===== src/rtl/st_wbuf_if.sv =====
// Store write-buffer bus: pipeline store request channel, memory write
// channel and the busy indication, grouped for st_wbuf.
// master = pipeline/memory side driver, slave = the buffer itself.
interface st_wbuf_if;
   logic        st_valid;
   logic        st_ready;
   logic [63:0] st_addr;
   logic [63:0] st_data;
   logic [1:0]  st_size;
   logic        st_misalign;
   logic        mem_wvalid;
   logic        mem_wready;
   logic [63:0] mem_waddr;
   logic [63:0] mem_wdata;
   logic [7:0]  mem_wstrb;
   logic        busy;

   modport master (
      output st_valid, st_addr, st_data, st_size, mem_wready,
      input  st_ready, st_misalign, mem_wvalid, mem_waddr, mem_wdata,
             mem_wstrb, busy
   );

   modport slave (
      input  st_valid, st_addr, st_data, st_size, mem_wready,
      output st_ready, st_misalign, mem_wvalid, mem_waddr, mem_wdata,
             mem_wstrb, busy
   );
endinterface


===== src/rtl/st_wbuf.sv =====
// st_wbuf: store write buffer. Turns pipeline stores into doubleword-aligned
// write beats (lane-shifted data + byte strobe), queues them in a DEPTH-entry
// FIFO and drains them to the data-memory write port over valid/ready.
// Optional feature macro: ST_FWD_EN adds ld_addr/ld_strb/ld_conflict so the
// load unit can stall only on an overlapping buffered store.
module st_wbuf #(
   parameter int DEPTH = 2,
   parameter int PTR_W = 1
) (
   input  logic        clock,
   input  logic        reset,
   st_wbuf_if.slave    bus
`ifdef ST_FWD_EN
   ,
   input  logic [63:0] ld_addr,
   input  logic [7:0]  ld_strb,
   output logic        ld_conflict
`endif
);

   typedef struct packed {
      logic [60:0] line;   // waddr[63:3]
      logic [63:0] data;   // lane-aligned data
      logic [7:0]  strb;   // byte strobe
   } entry_t;

   localparam logic [PTR_W:0] FULL_CNT = DEPTH[PTR_W:0];

   entry_t           mem [DEPTH];
   logic [DEPTH-1:0] vld;
   logic [PTR_W-1:0] wr_ptr;
   logic [PTR_W-1:0] rd_ptr;
   logic [PTR_W:0]   count;

   logic [7:0]  base_strb;
   logic [7:0]  new_strb;
   logic [63:0] new_data;
   logic        misalign;
   logic        full;
   logic        push;
   logic        pop;
   entry_t      head;

   // Size decode to the base strobe and alignment check of the incoming store.
   always_comb begin
      base_strb = 8'h01;
      misalign  = 1'b0;
      case (bus.st_size)
         2'b00: base_strb = 8'h01;
         2'b01: begin
            base_strb = 8'h03;
            misalign  = bus.st_addr[0];
         end
         2'b10: begin
            base_strb = 8'h0F;
            misalign  = (bus.st_addr[1:0] != 2'b00);
         end
         default: begin
            base_strb = 8'hFF;
            misalign  = (bus.st_addr[2:0] != 3'b000);
         end
      endcase
   end

   assign new_strb = base_strb << bus.st_addr[2:0];
   assign new_data = bus.st_data << {bus.st_addr[2:0], 3'b000};

   assign full  = (count == FULL_CNT);
   // Misaligned requests are consumed (ready unaffected) but never enqueued.
   assign push  = bus.st_valid && !full && !misalign;
   assign pop   = vld[rd_ptr] && bus.mem_wready;
   assign head  = mem[rd_ptr];

   // Inputs are ignored while reset is held, so the trap flag is gated too.
   assign bus.st_misalign = reset && bus.st_valid && misalign;
   assign bus.st_ready    = !full;
   assign bus.mem_wvalid  = vld[rd_ptr];
   assign bus.mem_waddr   = {head.line, 3'b000};
   assign bus.mem_wdata   = head.data;
   assign bus.mem_wstrb   = head.strb;
   assign bus.busy        = (count != '0);

   // FIFO storage, valid bits, pointers and occupancy count.
   always_ff @(posedge clock or negedge reset) begin
      if (!reset) begin
         for (int i = 0; i < DEPTH; i++) mem[i] <= '0;
         vld    <= '0;
         wr_ptr <= '0;
         rd_ptr <= '0;
         count  <= '0;
      end else begin
         // push and pop never hit the same slot: push needs !full, pop needs
         // a valid head, and the pointers only coincide when full or empty.
         if (push) begin
            mem[wr_ptr] <= '{line: bus.st_addr[63:3], data: new_data, strb: new_strb};
            vld[wr_ptr] <= 1'b1;
            wr_ptr      <= PTR_W'(wr_ptr + 1'b1);
         end
         if (pop) begin
            vld[rd_ptr] <= 1'b0;
            rd_ptr      <= PTR_W'(rd_ptr + 1'b1);
         end
         case ({push, pop})
            2'b10:   count <= count + 1'b1;
            2'b01:   count <= count - 1'b1;
            default: count <= count;
         endcase
      end
   end

`ifdef ST_FWD_EN
   logic unused_ld_lo;
   assign unused_ld_lo = ^ld_addr[2:0];

   // A load conflicts with any buffered beat on the same doubleword that
   // shares at least one byte lane.
   always_comb begin
      ld_conflict = 1'b0;
      for (int i = 0; i < DEPTH; i++) begin
         if (vld[i] && (mem[i].line == ld_addr[63:3]) && ((mem[i].strb & ld_strb) != 8'h00))
            ld_conflict = 1'b1;
      end
   end
`endif

endmodule


===== src/flat_wrapper.sv =====
// flat-port wrapper written by rule: the top's interface ports become plain ports
module st_wbuf_flat 
#(
   parameter int DEPTH = 2,
   parameter int PTR_W = 1
)
  (clock, reset, bus_st_valid, bus_st_addr, bus_st_data, bus_st_size, bus_mem_wready, bus_st_ready, bus_st_misalign, bus_mem_wvalid, bus_mem_waddr, bus_mem_wdata, bus_mem_wstrb, bus_busy);
  st_wbuf_if bus_i ();
  input  logic clock;
  input  logic reset;
  input wire logic [$bits(bus_i.st_valid)-1:0] bus_st_valid;
  input wire logic [$bits(bus_i.st_addr)-1:0] bus_st_addr;
  input wire logic [$bits(bus_i.st_data)-1:0] bus_st_data;
  input wire logic [$bits(bus_i.st_size)-1:0] bus_st_size;
  input wire logic [$bits(bus_i.mem_wready)-1:0] bus_mem_wready;
  output wire logic [$bits(bus_i.st_ready)-1:0] bus_st_ready;
  output wire logic [$bits(bus_i.st_misalign)-1:0] bus_st_misalign;
  output wire logic [$bits(bus_i.mem_wvalid)-1:0] bus_mem_wvalid;
  output wire logic [$bits(bus_i.mem_waddr)-1:0] bus_mem_waddr;
  output wire logic [$bits(bus_i.mem_wdata)-1:0] bus_mem_wdata;
  output wire logic [$bits(bus_i.mem_wstrb)-1:0] bus_mem_wstrb;
  output wire logic [$bits(bus_i.busy)-1:0] bus_busy;
  assign bus_i.st_valid = bus_st_valid;
  assign bus_i.st_addr = bus_st_addr;
  assign bus_i.st_data = bus_st_data;
  assign bus_i.st_size = bus_st_size;
  assign bus_i.mem_wready = bus_mem_wready;
  assign bus_st_ready = bus_i.st_ready;
  assign bus_st_misalign = bus_i.st_misalign;
  assign bus_mem_wvalid = bus_i.mem_wvalid;
  assign bus_mem_waddr = bus_i.mem_waddr;
  assign bus_mem_wdata = bus_i.mem_wdata;
  assign bus_mem_wstrb = bus_i.mem_wstrb;
  assign bus_busy = bus_i.busy;
  st_wbuf #(.DEPTH(DEPTH), .PTR_W(PTR_W)) u_core (.clock(clock), .reset(reset), .bus(bus_i));
endmodule

===== config.mk =====
export PLATFORM = sky130hd
export DESIGN_NAME = st_wbuf_flat
export DESIGN_NICKNAME = d
export VERILOG_FILES = /design/src/rtl/st_wbuf_if.sv /design/src/rtl/st_wbuf.sv /design/src/flat_wrapper.sv
export SDC_FILE = /design/constraint.sdc
export NUM_CORES = 1
export LEC_CHECK = 0
export CAP_MARGIN = 5
export CORE_UTILIZATION = 58
export CTS_BUF_LIST = sky130_fd_sc_hd__clkbuf_4 sky130_fd_sc_hd__clkbuf_8
export DETAILED_ROUTE_END_ITERATION = 8
export PLACE_DENSITY_LB_ADDON = 0.2
export SYNTH_ARGS = -nofsm -noshare
export SYNTH_HDL_FRONTEND = slang
export SYNTH_SLANG_ARGS = --single-unit
export TNS_END_PERCENT = 10

===== constraint.sdc =====
create_clock -name clock -period 3.4 [get_ports clock]
set_input_delay 0.34 -clock clock [delete_from_list [all_inputs] [get_ports clock]]
set_output_delay 0.34 -clock clock [all_outputs]
set_load 0.01 [all_outputs]

Yosys cells after proc, flatten, opt, wreduce, memory -nomap -nowiden
Cells that the tools add are included.
Widths: inputs -> output; s select.
{"block": "word_totals", "output_inout_bits": 140, "in_bits": 134, "ff_bits": 272}
{"block": "classes", "bitwise_logic": 5, "n_eq_ne": 5, "order_cmp": 7, "addsub": 4, "n_reduce_logical": 15, "n_shift": 2, "n_mux": 17}
{"operator": "$mux 133", "n": 4}
{"operator": "$bwmux 266", "n": 1}
{"operator": "$demux 133 s1", "n": 1}
{"operator": "$shl 64x6->64", "n": 1}
{"operator": "$pmux 8 s3", "n": 1}
{"operator": "$logic_and 1x1->1", "n": 8}
{"operator": "$shl 8x3->8", "n": 1}
{"operator": "$eq 2x2->1 const B", "n": 3}
{"operator": "$reduce_bool 2->1", "n": 3}
{"operator": "$eq 2x1->1 const B", "n": 2}
{"operator": "$ge 2x2->1 const B", "n": 2}
{"operator": "$lt 1x2->1 const B", "n": 2}
{"operator": "$mux 1", "n": 4}
{"operator": "$mux 2", "n": 2}
{"operator": "$not 1->2", "n": 2}
{"operator": "$pmux 2 s2", "n": 1}
{"operator": "$pmux 1 s3", "n": 1}
{"operator": "$reduce_bool 3->1", "n": 1}
{"operator": "$add 1x1->1 const B", "n": 2}
{"operator": "$add 2x1->2 const B", "n": 1}
{"operator": "$and 2x2->2", "n": 1}
{"operator": "$demux 1 s1", "n": 2}
{"operator": "$ge 1x1->1 const B", "n": 2}
{"operator": "$logic_not 1->1", "n": 2}
{"operator": "other kinds (5)", "n": 5}

Logic depth before layout (Yosys ltp)
{"block": "depth", "ltp_word": 8, "mapped_depth": 8}

Worst setup path before layout
OpenSTA, ideal clock, no wires.
{"block": "synth_timing", "path_kind": "input-to-reg", "startpoint": "input bus_st_addr[2]", "endpoint": "register u_core.mem[100] (netlist bit)", "stages": 8, "required_ps": 3275, "t_arrival_ps": 1797, "n_path_buf": 4, "path_slack_ps": 1478, "setup_time_ps": 125, "path_cell_list": "buf_2 > a21oi_2 > o2111ai_4 > or2_1 > buf_2 > buf_6 > buf_6 > mux2_4"}
{"block": "synth_via", "elab_chain_len": 4}
{"item": "start, declared", "line": "flat_wrapper.sv:12", "rtl": "input wire logic [$bits(bus_i.st_addr)-1:0] bus_st_addr;"}
{"item": "$reduce_bool 3->1", "line": "st_wbuf.sv:60", "rtl": "misalign = (bus.st_addr[2:0] != 3'b000);"}
{"item": "$pmux 1 s3", "line": "st_wbuf.sv:48", "rtl": "case (bus.st_size)"}
{"item": "$logic_not 1->1", "line": "st_wbuf.sv:70", "rtl": "assign push = bus.st_valid && !full && !misalign;"}
{"item": "$logic_and 1x1->1", "line": "st_wbuf.sv:70"}
{"item": "end signal, assigned by index", "line": "st_wbuf.sv:95", "rtl": "mem[wr_ptr] <= '{line: bus.st_addr[63:3], data: new_data, strb: new_strb};"}
{"item": "end, declared", "line": "st_wbuf.sv:29", "rtl": "entry_t mem [DEPTH];"}
Every way passes these cells.
A chain may end at the register's enable or synchronous reset.

Final worst setup path
{"block": "layout_timing", "startpoint": "register u_core.rd_ptr", "endpoint": "output bus_mem_wstrb[6]"}
{"block": "layout_via", "elab_chain_len": 4}
{"item": "start, declared", "line": "st_wbuf.sv:32", "rtl": "logic [PTR_W-1:0] rd_ptr;"}
{"item": "start signal, assigned", "line": "st_wbuf.sv:101", "rtl": "rd_ptr <= PTR_W'(rd_ptr + 1'b1);"}
{"item": "$not 1->2 (implied by the code)", "line": "st_wbuf.sv:72", "rtl": "assign head = mem[rd_ptr];"}
{"item": "$mux 133 (implied by the code) (3 in series)", "line": "st_wbuf.sv:72"}
{"item": "end, declared", "line": "flat_wrapper.sv:21", "rtl": "output wire logic [$bits(bus_i.mem_wstrb)-1:0] bus_mem_wstrb;"}
Every way passes these cells. The select of a mux whose other input is x is not followed.

==> impl_metrics.toml <==
[clocking]
clkSinkCount = 272
worstSkewPairLatency_ps = 560
ctsResizeCount = 0
path_clk_slew_ps = 60
cts_hold_buf = 1
post-cts-setup-buffer-count = 0
clock_path_buffers = 3
cts_tree = "yes"
cts_buffers = 45
cts_root_buf = "clkbuf_8"
cts-htree-levels = 2

[routing]
vias = 9343
detail_route.wl_per_cell_um = 21.49
drtIter0Drc = 693
detail_route.first_pass.iterations = 5
wl_mm = 34.58
ant_nets = 0
remaining_drc_errors = 0
via_per_inst = 5.807

[sta]
worst_slew_pin_slew_ps = 1182
relSlewSlack_pct = 20.93
timing.fmax_ghz = 0.3295
period_minus_slack_ps = 3034
finalClockSkew_ps = 19.28
setup_viol = 0
holdWs_ps = 295.4
setup_tns_ps = 0
finalMaxSlewViolations = 0
hold_viol_final = 0
fin_crit_sh_pct = 89.25
rsz0062_at_grt = "false"

[worst_setup_path]
reg2reg_to = "u_core.count[1]"
slowest_delay_ps = 850
crit_arrival_ps = 2690
reg2reg_depth = 6
rrSetupSlack_ps = 1220
crit_slowest_cell = "dfrtp_4"
end_kind = "primary output"
crit_chain = "buf_4 > mux2_2 > clkdlybuf4s50_1"
crit_type = "flip-flop to primary output"
crit_path_start_kind = "flip-flop"
critPathMaxFanout = 45
timing.rr.start = "u_core.rd_ptr"
worstPathRequired_ps = 3060

[floorplanning]
die_h_um = 155.7
initial_core_util_pct = 59.80
die_x_um = 155.7
dieArea_um2 = 24240
io_pins = 274
rows = 55
core_area_um2 = 22920

[logic_synthesis]
synth.avg_cell_area_um2 = 13.57
syn_area_um2 = 13700
syn-instance-count = 1010
seq_area_frac_synth_pct = 49.67
synth_top_area_cell = "dfrtp_1"
ys_warn_count = 0
synth-edff-count = 0
synth_area_leaders = "dfrtp_1, mux2_2, mux2_4, mux2i_1, a211oi_1"
synth_top_area_share_pct = 49.67
synth_cell_types = 43
synth_flop_cell = "dfrtp_1"
ys_ff_latch = 272
ys_async_sr_fraction_pct = 100.0

[cells_and_area]
num_antenna_cells = 0
final_core_util_pct = 76.62
mostFrequentLayoutCell = "mux2_2"
drive_above_1_share_pct = 39.97
final_nets = 1399
syn_to_final_growth_pct = 28.13
layout_common_cells = "mux2_2, dfrtp_1, clkdlybuf4s50_1, clkbuf_8, mux2_4"

[outcome]
status = "completed"

[placement]
hpwl_mm = 23.46
gp_congestion = 0.8694
port_buffers = 270

[grt]
first_global_vias = 9819
grt_pass1_wl_mm = 54.63
grt_max_degree = 156
grt.overflow.total = 0
grt_usage_pct = 28.99
antenna_found_initial = 1

[power]
peakVddDrop_uv = 619.0
power_density_nw_per_um2 = 903.2
leakagePower_nw = 7.694
p_total_mw = 15.86

[worst_hold_path]
holdCritPathClass = "primary input to async pin"

[flow_run]
max_cap_violations = 0
-- critical path, delay by kind of cell, from the launching register on --
kind | cells | cell delay [ps]
flops | 1 | 850
mux | 1 | 400
buf+inv | 2 | 870
-- report_power, final --
group          leakage [nW]  switching [mW]  total, mW  internal [mW]
Combinational          3.82            2.77       7.32           4.55
Clock                 0.504            1.26       2.92           1.66
Sequential             3.37           0.865       5.62           4.75
-- cells in the mapped netlist (2+ instances only) --
| cell type | number |
|---|---|
| mux2_2 | 349 |
| dfrtp_1 | 272 |
| mux2_4 | 51 |
| clkbuf_1 | 37 |
| nor2_1 | 36 |
| buf_2 | 33 |
| mux2i_1 | 33 |
| o21ai_0 | 33 |
| a211oi_1 | 32 |
| nor2b_1 | 17 |
| and2_1 | 10 |
| a31o_2 | 9 |
| o32ai_1 | 9 |
| a221o_1 | 8 |
| a2bb2oi_1 | 8 |
| buf_6 | 8 |
| o22ai_1 | 8 |
| o31ai_1 | 8 |
| a22oi_1 | 7 |
| a21oi_1 | 4 |
| buf_1 | 3 |
| buf_4 | 3 |
| inv_1 | 3 |
| nand2b_1 | 3 |
| xnor2_1 | 3 |
| and3_1 | 2 |
| nand2_1 | 2 |
| o21a_1 | 2 |
| o22a_1 | 2 |
| or2_2 | 2 |
-- stage by stage --
| step | instance area [µm²] | std cells | setup WS, ps |
|---|---|---|---|
| floorplan | 13710 | 1012 | 1478 |
| global placement | 16620 | 1529 | 783.1 |
| detailed placement | 16620 | 1529 | 729.0 |
| CTS | 17560 | 1609 | 344.4 |
| global route | 17560 | 1609 | 266.2 |
| finish | 17560 | 1609 | 365.5 |
-- layer usage --
metal	vias to the layer above	routed length (µm)	global-route usage, %
met1	4702	14930	39.33
met3	70	2417	5.750
met4	2	1015	10.36
met2	343	16200	46.49
met5	-	13	0
li1	4226	-	-
-- worst max path at each step --
stage,start,endpoint,cells past startpoint
after floorplan,bus_st_addr[2],u_core.mem[100],8
after global placement,bus_st_size[1],u_core.mem[214],6
after detailed placement,bus_st_size[1],u_core.mem[235],6
after CTS,u_core.rd_ptr,bus_mem_wstrb[6],3
after global routing,u_core.rd_ptr,bus_mem_wstrb[6],3
final,u_core.rd_ptr,bus_mem_wstrb[6],3
-- layout make-up --
| type | instances | area [µm²] |
|---|---|---|
| clock buffer | 73 | 892.1 |
| multi-input combinational | 652 | 6464 |
| sequential | 272 | 6810 |
| timing repair buffer | 289 | 2945 |
| inverter | 4 | 15.01 |
| clock inverter | 6 | 40.04 |
| tap | 313 | 391.6 |
| fill | 1520 | 5358 |
-- sequential cells by signal, summed over array words and instances (netlist names) --
name and cells:
u_core.rd_ptr 1, u_core.count 2, u_core.vld 2, u_core.wr_ptr 1, u_core.mem 266
-- logic make-up (layout without fill, tap and decap cells) --
group,Yosys count,count (layout),synth area share [%]
compound gates,136,136,7.287
xor+xnor,4,4,0.2557
fa+ha+maj,1,1,0.09129
buf+inv,88,372,3.232
flops,272,272,49.67
mux,433,433,36.68
other cells,1,3,0.02737
simple gates,75,75,2.757
Power figures use the tool's default switching activity.
